`src/rtl/pet_pkg.sv`:
```
// Shared pet-status definitions: estado codes, need-level width/limit and the
// rest-mode state type, used by stat_manager and the state-evaluation block.
package pet_pkg;

    localparam int unsigned STAT_W = 3;

    typedef logic [STAT_W-1:0] stat_t;

    localparam stat_t STAT_MAX = 3'd7;

    typedef enum logic [3:0] {
        BIEN        = 4'b0000,
        SEDIENTO    = 4'b0001,
        HAMBRIENTO  = 4'b0010,
        CANSADO     = 4'b0011,
        SUCIO       = 4'b0100,
        DESALINEADO = 4'b0101,
        ENFERMO     = 4'b0110,
        TRISTE      = 4'b0111,
        FELIZ       = 4'b1000,
        DORMIDO     = 4'b1001,
        MUERTE      = 4'b1010
    } estado_t;

    typedef enum logic {
        AWAKE   = 1'b0,
        RESTING = 1'b1
    } rest_state_t;

    function automatic int unsigned max_u(input int unsigned a, input int unsigned b);
        return (a > b) ? a : b;
    endfunction

    function automatic int unsigned width_for(input int unsigned n);
        return (n > 1) ? $clog2(n) : 1;
    endfunction

endpackage

```
`src/rtl/stat_cell.sv`:
```
// One saturating need level with its period counter: decays every PERIOD ticks,
// or recovers every REC_PERIOD ticks while recover is set; act adds INC.
module stat_cell
    import pet_pkg::*;
#(
    parameter int unsigned PERIOD     = 4,
    parameter int unsigned REC_PERIOD = 2,
    parameter int unsigned INC        = 3,
    parameter int unsigned CNT_W      = 4
) (
    input  logic  clk,
    input  logic  rst,
    input  logic  tick,
    input  logic  act,
    input  logic  hold,
    input  logic  recover,
    input  logic  clr,
    output stat_t level,
    output logic  rec_full
);

    localparam int unsigned SUM_W = STAT_W + 1;
    localparam logic [CNT_W-1:0] DEC_LAST = CNT_W'(PERIOD - 1);
    localparam logic [CNT_W-1:0] REC_LAST = CNT_W'(REC_PERIOD - 1);
    localparam logic [SUM_W-1:0] INC_W    = SUM_W'(INC);

    logic [CNT_W-1:0] cnt;
    logic [CNT_W-1:0] cnt_n;
    stat_t            level_n;
    logic [SUM_W-1:0] sum;
    logic             dec_hit;
    logic             rec_hit;

    assign sum     = {1'b0, level} + INC_W;
    assign dec_hit = tick && !recover && (cnt == DEC_LAST);
    assign rec_hit = tick && recover && (cnt == REC_LAST);

    // An action takes priority, so a coincident decay step is simply dropped.
    always_comb begin
        level_n = level;
        if (!hold) begin
            if (act) begin
                level_n = (sum > {1'b0, STAT_MAX}) ? STAT_MAX : sum[STAT_W-1:0];
            end else if (dec_hit) begin
                level_n = (level == '0) ? '0 : level - 1'b1;
            end else if (rec_hit) begin
                level_n = (level == STAT_MAX) ? STAT_MAX : level + 1'b1;
            end
        end
    end

    // Kept apart from level_n: clr depends on rec_full through the rest FSM.
    always_comb begin
        cnt_n = cnt;
        if (!hold) begin
            if (act || clr || dec_hit || rec_hit) begin
                cnt_n = '0;
            end else if (tick) begin
                cnt_n = cnt + 1'b1;
            end
        end
    end

    assign rec_full = recover && (level_n == STAT_MAX);

    always_ff @(posedge clk or posedge rst) begin
        if (rst) begin
            level <= STAT_MAX;
            cnt   <= '0;
        end else begin
            level <= level_n;
            cnt   <= cnt_n;
        end
    end

endmodule

```
`src/rtl/stat_manager.sv`:
```
// Pet need-level producer: time base, button edge detect, five decaying levels
// and rest mode. Define FAST_TIME_EN to force a 4-cycle time-base period.
module stat_manager
    import pet_pkg::*;
#(
    parameter int unsigned TICK_DIV = 50_000_000,
    parameter int unsigned P_HUM    = 4,
    parameter int unsigned P_NUT    = 6,
    parameter int unsigned P_ENE    = 8,
    parameter int unsigned P_MAN    = 10,
    parameter int unsigned P_COR    = 12,
    parameter int unsigned P_REC    = 2,
    parameter int unsigned INC      = 3
) (
    input  logic        clk,
    input  logic        rst,
    input  logic        btn_regar,
    input  logic        btn_alimentar,
    input  logic        btn_limpiar,
    input  logic        btn_podar,
    input  logic        btn_dormir,
    input  logic [3:0]  estado,
    output logic [2:0]  humedad,
    output logic [2:0]  nutricion,
    output logic [2:0]  energia,
    output logic [2:0]  mantenimiento,
    output logic [2:0]  cortado,
    output logic        reposando,
    output logic        tick
);

`ifdef FAST_TIME_EN
    localparam int unsigned DIV = 4;
`else
    localparam int unsigned DIV = TICK_DIV;
`endif

    localparam int unsigned PW    = width_for(DIV);
    localparam int unsigned PMAX  = max_u(max_u(max_u(P_HUM, P_NUT), max_u(P_ENE, P_MAN)),
                                          max_u(P_COR, P_REC));
    localparam int unsigned CNT_W = width_for(PMAX);
    localparam logic [PW-1:0] PRE_LAST = PW'(DIV - 1);

    logic [PW-1:0] pcnt;
    logic [4:0]    btn_now;
    logic [4:0]    btn_q;
    logic [4:0]    ev;
    logic          frozen;
    logic          act_ok;
    logic          clr_ene;
    logic          resting;
    logic [4:0]    rec_full;
    rest_state_t   state;
    rest_state_t   state_n;

    always_ff @(posedge clk or posedge rst) begin
        if (rst) begin
            pcnt <= '0;
            tick <= 1'b0;
        end else if (pcnt == PRE_LAST) begin
            pcnt <= '0;
            tick <= 1'b1;
        end else begin
            pcnt <= pcnt + 1'b1;
            tick <= 1'b0;
        end
    end

    assign btn_now = {btn_dormir, btn_podar, btn_limpiar, btn_alimentar, btn_regar};

    always_ff @(posedge clk or posedge rst) begin
        if (rst) begin
            btn_q <= '0;
        end else begin
            btn_q <= btn_now;
        end
    end

    assign ev      = btn_now & ~btn_q;
    assign frozen  = (estado == MUERTE);
    assign resting = (state == RESTING);
    assign act_ok  = !frozen && !resting;

    always_ff @(posedge clk or posedge rst) begin
        if (rst) begin
            state <= AWAKE;
        end else begin
            state <= state_n;
        end
    end

    // Only energia's cell can raise rec_full; leaving happens on the edge it hits 7.
    always_comb begin
        state_n = state;
        if (!frozen) begin
            case (state)
                AWAKE:   if (ev[4]) state_n = RESTING;
                RESTING: if (ev[4] || (|rec_full)) state_n = AWAKE;
                default: state_n = AWAKE;
            endcase
        end
    end

    assign clr_ene   = (state_n != state);
    assign reposando = resting;

    stat_cell #(.PERIOD(P_HUM), .REC_PERIOD(P_REC), .INC(INC), .CNT_W(CNT_W)) u_hum (
        .clk(clk), .rst(rst), .tick(tick), .act(ev[0] && act_ok), .hold(frozen),
        .recover(1'b0), .clr(1'b0), .level(humedad), .rec_full(rec_full[0])
    );

    stat_cell #(.PERIOD(P_NUT), .REC_PERIOD(P_REC), .INC(INC), .CNT_W(CNT_W)) u_nut (
        .clk(clk), .rst(rst), .tick(tick), .act(ev[1] && act_ok), .hold(frozen),
        .recover(1'b0), .clr(1'b0), .level(nutricion), .rec_full(rec_full[1])
    );

    stat_cell #(.PERIOD(P_ENE), .REC_PERIOD(P_REC), .INC(INC), .CNT_W(CNT_W)) u_ene (
        .clk(clk), .rst(rst), .tick(tick), .act(1'b0), .hold(frozen),
        .recover(resting), .clr(clr_ene), .level(energia), .rec_full(rec_full[2])
    );

    stat_cell #(.PERIOD(P_MAN), .REC_PERIOD(P_REC), .INC(INC), .CNT_W(CNT_W)) u_man (
        .clk(clk), .rst(rst), .tick(tick), .act(ev[2] && act_ok), .hold(frozen),
        .recover(1'b0), .clr(1'b0), .level(mantenimiento), .rec_full(rec_full[3])
    );

    stat_cell #(.PERIOD(P_COR), .REC_PERIOD(P_REC), .INC(INC), .CNT_W(CNT_W)) u_cor (
        .clk(clk), .rst(rst), .tick(tick), .act(ev[3] && act_ok), .hold(frozen),
        .recover(1'b0), .clr(1'b0), .level(cortado), .rec_full(rec_full[4])
    );

endmodule
```
`config.mk`:
```
export PLATFORM = sky130hd
export DESIGN_NAME = stat_manager
export DESIGN_NICKNAME = d
export VERILOG_FILES = /design/src/rtl/pet_pkg.sv /design/src/rtl/stat_cell.sv /design/src/rtl/stat_manager.sv
export SDC_FILE = /design/constraint.sdc
export NUM_CORES = 1
export LEC_CHECK = 0
export ABC_AREA = 1
export CAP_MARGIN = 0
export CORE_MARGIN = 2
export CORE_UTILIZATION = 53
export DETAILED_ROUTE_END_ITERATION = 8
export PLACE_DENSITY = 0.76
export SYNTH_ARGS = -nofsm -noshare
export SYNTH_HDL_FRONTEND = slang
export SYNTH_SLANG_ARGS = --single-unit
```
`constraint.sdc`:
```
create_clock -name clk -period 2 [get_ports clk]
set_input_delay 0.4 -clock clk [delete_from_list [all_inputs] [get_ports clk]]
set_output_delay 0.4 -clock clk [all_outputs]
set_load 0.01 [all_outputs]
```
### Word level (Yosys, flattened, before mapping)

Cells that the tools add are included.

* bits in registers: 68
* word-level logic and storage cells: 132
* input port bits: 11

* bitwise gates (word level): 4
* add/subtract/negate cells: 16
* reductions and logical operators: 46
* equal/unequal tests: 11
* multiplexer cells: 37
* order comparisons: 4

Operator list (count)
* $mux W3: 21
* $mux W4: 10
* $add A26 B1 Y26 const B: 1
* $eq A26 B26 Y1 const B: 1
* $mux W26: 1
* $add A4 B1 Y4 const B: 5
* $reduce_and A2 Y1: 9
* $reduce_bool A2 Y1: 9
* $add A3 B2 Y4 const B: 4
* $gt A4 B3 Y1 const B: 4
* $logic_not A3 Y1: 5
* $sub A3 B1 Y3 const B: 5
* $logic_and A1 B1 Y1: 14
* $eq A4 B4 Y1 const B: 3
* $eq A4 B3 Y1 const B: 2
* $logic_or A1 B1 Y1: 7
* $eq A3 B3 Y1 const B: 2
* $and A5 B5 Y5: 1
* $not A5 Y5: 1
* $eq A4 B1 Y1 const B: 1
* $eq A4 B2 Y1 const B: 1
* $mux W1: 4
* $add A3 B1 Y3 const B: 1
* $logic_not A1 Y1: 2
* other kinds (3): 4

### Depth between registers and ports, before layout

* depth in word-level cells: 16
* mapped depth: 15

### Hierarchy

From an unflattened synthesis, not the netlist that was laid out.

* cells, all modules: 697
* area, all modules: 4966.0 um^2

Modules (own cells, without submodules)
* stat_manager: instances 1, cells an instance 246, seq. area each 825.8 um^2, area each 1871.8 um^2
* stat_cell (u_hum): instances 1, cells an instance 88, seq. area each 178.9 um^2, area each 625.6 um^2
* stat_cell (u_ene): instances 1, cells an instance 93, seq. area each 178.9 um^2, area each 623.1 um^2
* stat_cell (u_man): instances 1, cells an instance 89, seq. area each 178.9 um^2, area each 621.8 um^2
* stat_cell (u_cor): instances 1, cells an instance 92, seq. area each 178.9 um^2, area each 619.3 um^2
* stat_cell (u_nut): instances 1, cells an instance 89, seq. area each 178.9 um^2, area each 604.3 um^2

### Worst setup path after synthesis

OpenSTA, ideal clock, no wires.

* path kind: register to register
* start point: register u_ene.level[0]
* end point: register u_ene.cnt[1]
* period minus slack after synthesis: 1.804 ns
* data arrival time: 1.687 ns
* path slack: 0.196 ns
* stages on the path, launching flop included: 14
* path buffers: 0
* path through: dfstp_2 inv_1 ha_1 ha_1 nand3_1 nand4_1 nand2_1 nand3_2 nand2_2 nand3_2 nand2_2 nand2_1 nand2_1 nand2_1

* longest elaborated chain between the ends: 16
* elaborated cells on any way between the ends: 21
* those cells by class: 2 x add/sub; 3 x eq/ne; 9 x mux; 7 x reduce/logical

RTL lines
* start, declared: line stat_cell.sv:18 `output stat_t level,`
* start signal, assigned: line stat_cell.sv:71 `level <= level_n;`
* $add A3 B1 Y3 or $eq A3 B3 Y1 (tied branches): line stat_cell.sv:47 `level_n = (level == STAT_MAX) ? STAT_MAX : level + 1'b1;`
* $mux W3: line stat_cell.sv:47
* $mux W3: line stat_cell.sv:46 `end else if (rec_hit) begin`
* $mux W3: line stat_cell.sv:44 `end else if (dec_hit) begin`
* $mux W3 (*): line stat_cell.sv:41 `if (!hold) begin`
* named net u_ene.level_n[0]: line stat_cell.sv:29 `stat_t level_n;`
* $eq A3 B3 Y1 (*): line stat_cell.sv:64 `assign rec_full = recover && (level_n == STAT_MAX);`
* $logic_and A1 B1 Y1 (*): line stat_cell.sv:64
* $logic_or A1 B1 Y1 (*): line stat_manager.sv:98 `RESTING: if (ev[4] || (|rec_full)) state_n = AWAKE;`
* $mux W1 (*): line stat_manager.sv:98
* $pmux W1 S2 (*): line stat_manager.sv:96 `case (state)`
* $mux W1 (*): line stat_manager.sv:95 `if (!frozen) begin`
* $ne A1 B1 Y1 (*): line stat_manager.sv:104 `assign clr_ene = (state_n != state);`
* $logic_or A1 B1 Y1 (*) (2 in series): line stat_cell.sv:56 `if (act || clr || dec_hit || rec_hit) begin`
* $reduce_bool A2 Y1 (no source line)
* $reduce_and A2 Y1 (no source line)
* end signal, assigned: line stat_cell.sv:72 `cnt <= cnt_n;`
* end, declared: line stat_cell.sv:27 `logic [CNT_W-1:0] cnt;`

Mark *: on every way through the listed nets, which the timed path passes. The rest lies on a longest branch.
A chain may end at the register's enable or synchronous reset.

### Final worst setup path

* start point: register u_ene.level[1]
* end point: register u_ene.cnt[0]

* longest elaborated chain between the ends: 16
* elaborated cells on any way between the ends: 21
* those cells by class: 2 x add/sub; 3 x eq/ne; 9 x mux; 7 x reduce/logical

RTL lines (line)
* $eq A3 B3 Y1: stat_cell.sv:47
* $mux W3: stat_cell.sv:47
* $mux W3: stat_cell.sv:46
* $mux W3 (*): stat_cell.sv:44
* $mux W3 (*): stat_cell.sv:41
* named net u_ene.level_n[0]: stat_cell.sv:29
* $eq A3 B3 Y1 (*): stat_cell.sv:64
* $logic_and A1 B1 Y1 (*): stat_cell.sv:64
* $logic_or A1 B1 Y1 (*): stat_manager.sv:98
* $mux W1 (*): stat_manager.sv:98
* $pmux W1 S2 (*): stat_manager.sv:96
* $mux W1 (*): stat_manager.sv:95
* $ne A1 B1 Y1 (*): stat_manager.sv:104
* $logic_or A1 B1 Y1 (*) (2 in series): stat_cell.sv:56
* $reduce_bool A2 Y1 (no source line)
* $reduce_and A2 Y1 (no source line)

Marks and branches as above.

==> run summary <==
Worst Setup Start Kind: register
sequential area share after synthesis: 45.0%
# DRC: 0
clk root buf: clkbuf_8
Final GP Congestion: 0.840
Initial Util: 55.4%
Layout Skew: 0.00911 ns
number of enable flip-flop cells after synthesis: 0
grt ovf: 0
Vias/cell: 5.17
Slew @ Worst Pin: 0.539 ns
TritonCTS Buffers: 9
critical path class: reg2reg
H-tree depth: 3
row cnt: 30
Post-Layout Cell Count: 631
post-route setup TNS: 0 ns
largest net degree at the start of global routing: 56
Final Hold Fails: 0
detailed-route via count: 3261
IO Count: 28
overall routing resource usage: 22.7%
Cells after DPL: 606
Fillers: 536
DP HPWL: 5.74 mm
Lkg Pwr: 0.00242 µW
Post-Syn Area: 3820 µm²
CP Data Arrival Time: 2.19 ns
reg2reg start: u_ene.level[1]
Crit. End Element: register
Achievable Freq: 0.513 GHz
Critical Path RT: 2.24 ns
# clock sinks: 68
status: completed
DR WL/cell: 13.4 µm
final setup vio count: 0
n_diodes: 0
worst vdd ir: 0.000479 V
syn nets: 487
vias in the first global route: 3232
Final nets: 566
Critical R2R Capture: u_ene.cnt[0]
Distinct cells, synth: 35
die area: 7910 µm²
Avg Cell Area, Syn: 8.48 µm²
Die Wd: 89.0 µm
period utilization: 97.4%
reg2reg path depth: 12
chip height: 89.0 µm
IO Port Bufs: 27
Power Dens Cells: 866 nW/µm²
Reg2Reg Setup Slack: 0.05 ns
share of layout cells above drive strength 1: 23.9%
Seq. cell area: 1720 µm²
initial antenna violation count: 0
Tmin final: 1.95 ns
Post-DRT Antenna Nets: 0
CTS clk-pin slew, worst paths: 0.07 ns
post-layout util: 70.6%
Synth async-reset ratio: 100%
footprint of the multi-input gates: 1910 µm²
area delta synth->final: 27.4%
crit-path max FO: 4
cts hold-fix bufs: 0
Worst slew margin: 63.7%
first-pass GRT wire length: 14.0 mm
CTS tree: built
clock buffer depth: 2
Worst Hold Class: in2async
Max Cap Viol: 0
Routed WL: 8.48 mm
post-synthesis register bit count: 68
Gate Count Post-Synth: 451
DR pass1 iterations: 4
Main synth FF type: dfrtp_1
fin. max-slew vios: 0
core area: 6910 µm²
clock latency on the worst-skew pair: 0.35 ns
Ys Warns: 0
drt initial violations: 141
## how the worst max path moves through the flow
stage                    from            to  cells past startpoint
3_3_place_gp        estado[0]  u_hum.cnt[3]                     14
2_1_floorplan  u_ene.level[0]  u_ene.cnt[1]                     13
4_1_cts               pcnt[0]      pcnt[24]                     12
6_report       u_ene.level[1]  u_ene.cnt[0]                     12
5_1_grt               pcnt[0]      pcnt[24]                     12
3_5_place_dp        estado[2]  u_hum.cnt[3]                     14
## Yosys cell counts (4+ instances only)
library cell / n / area, µm²
dfstp_2: 15 / 394
nand3_2: 6 / 60.1
dfrtp_1: 53 / 1330
o21ai_0: 24 / 120
nand3_1: 23 / 115
nor3_2: 7 / 70.1
nor3_1: 7 / 35.0
nand4_1: 13 / 81.3
inv_2: 12 / 45.0
inv_1: 64 / 240
nor2_2: 9 / 56.3
nand2_1: 67 / 251
ha_1: 25 / 313
a31oi_1: 4 / 25.0
xor2_1: 20 / 175
nor2_1: 47 / 176
a21oi_1: 27 / 135
## routing by layer
metal  vias up  share of wire, %  wire, µm  GRT usage [%]
li1       1617                 -         -              -
met3        11               2.7       228           4.34
met1      1584                45      3800           28.8
met5         -                 0         0              0
met4         0               1.7       141           8.55
met2        49                51      4310           38.9
## registers in the layout, summed over array words and instances, names as in the netlist
register / flops
u_cor.cnt: 4
u_hum.cnt: 4
u_nut.cnt: 4
u_man.cnt: 4
u_ene.level: 3
u_cor.level: 3
u_ene.cnt: 4
u_nut.level: 3
reposando: 1
tick: 1
u_man.level: 3
btn_q: 5
u_hum.level: 3
pcnt: 26
## power breakdown
group	total [µW]	switching [µW]	internal [µW]	leakage, µW
clock network	1360	537	826	0.000117
logic	1110	577	531	0.00144
registers	1750	135	1620	0.000865
total	4220	1250	2970	0.00242
## layout make-up
cell class              instances  area share, %
flip-flops and latches         68           35.3
inverters                      77           6.01
repair buffers                 70           12.4
multi-input cells             304           39.1
well taps                      96           2.46
clock buffers                  11           2.70
clock inverters                 5           2.05
## kinds of logic (layout without fill, tap and decap cells)
group / count (synthesis) / after routing / share of synthesized area (%)
buffers and inverters: 79 / 163 / 7.88
adders and majority gates: 25 / 25 / 8.18
DFF: 68 / 68 / 45.0
and+or+nand+nor: 189 / 189 / 24.1
AOI/OAI and AO/OA: 68 / 68 / 9.78
xor gates and xnor gates: 22 / 22 / 5.04
## metrics by stage
stage / setup slack, ns / total power (µW) / cell area [µm²] / hold WS [ns]
3_3_place_gp: -0.0725 / 2800 / 4470 / 0.449
3_5_place_dp: -0.112 / 2870 / 4470 / 0.454
4_1_cts: 0.0182 / 4240 / 4730 / 0.372
5_1_grt: -0.0742 / 4480 / 4870 / 0.382
6_report: 0.0519 / 4220 / 4870 / 0.368
2_1_floorplan: 0.196 / 2380 / 3830 / 0.431
## repair_timing
action                     in CTS  in global routing
gates resized for setup         1                 23
setup buffers                   2                  7
setup endpoints to repair       2                  8
pin swaps                       1                 10
## placed cells by master (no fill, tap or decap), types with 3 or more instances in the layout
master and instances:
nand2_1 65, inv_1 62, dfrtp_1 53, nor2_1 46, buf_4 43, a21oi_1 27, clkdlybuf4s50_1 26, o21ai_0 23
nand3_1 21, ha_1 21, xor2_1 20, dfstp_2 15, inv_2 13, nand4_1 13, clkbuf_8 9, nand3_2 7
nor2_4 7, nor3_2 6, nor3_1 6, nor2_2 5, o21ai_1 4, nand2_2 4, a31oi_1 4, bufinv_16 3
## worst max-delay path, stage by stage (launching register included)
cell and delay [ns]:
dfstp_2 0.59, inv_2 0.06, ha_4 0.17, ha_2 0.18, nand3_2 0.09, nand4_1 0.10
nand2_1 0.13, nand3_2 0.09, nand2_2 0.08, nand3_2 0.07, nand2_2 0.10, buf_4 0.12
a21boi_1 0.05
Note: power is estimated with default switching activity, not from simulation.
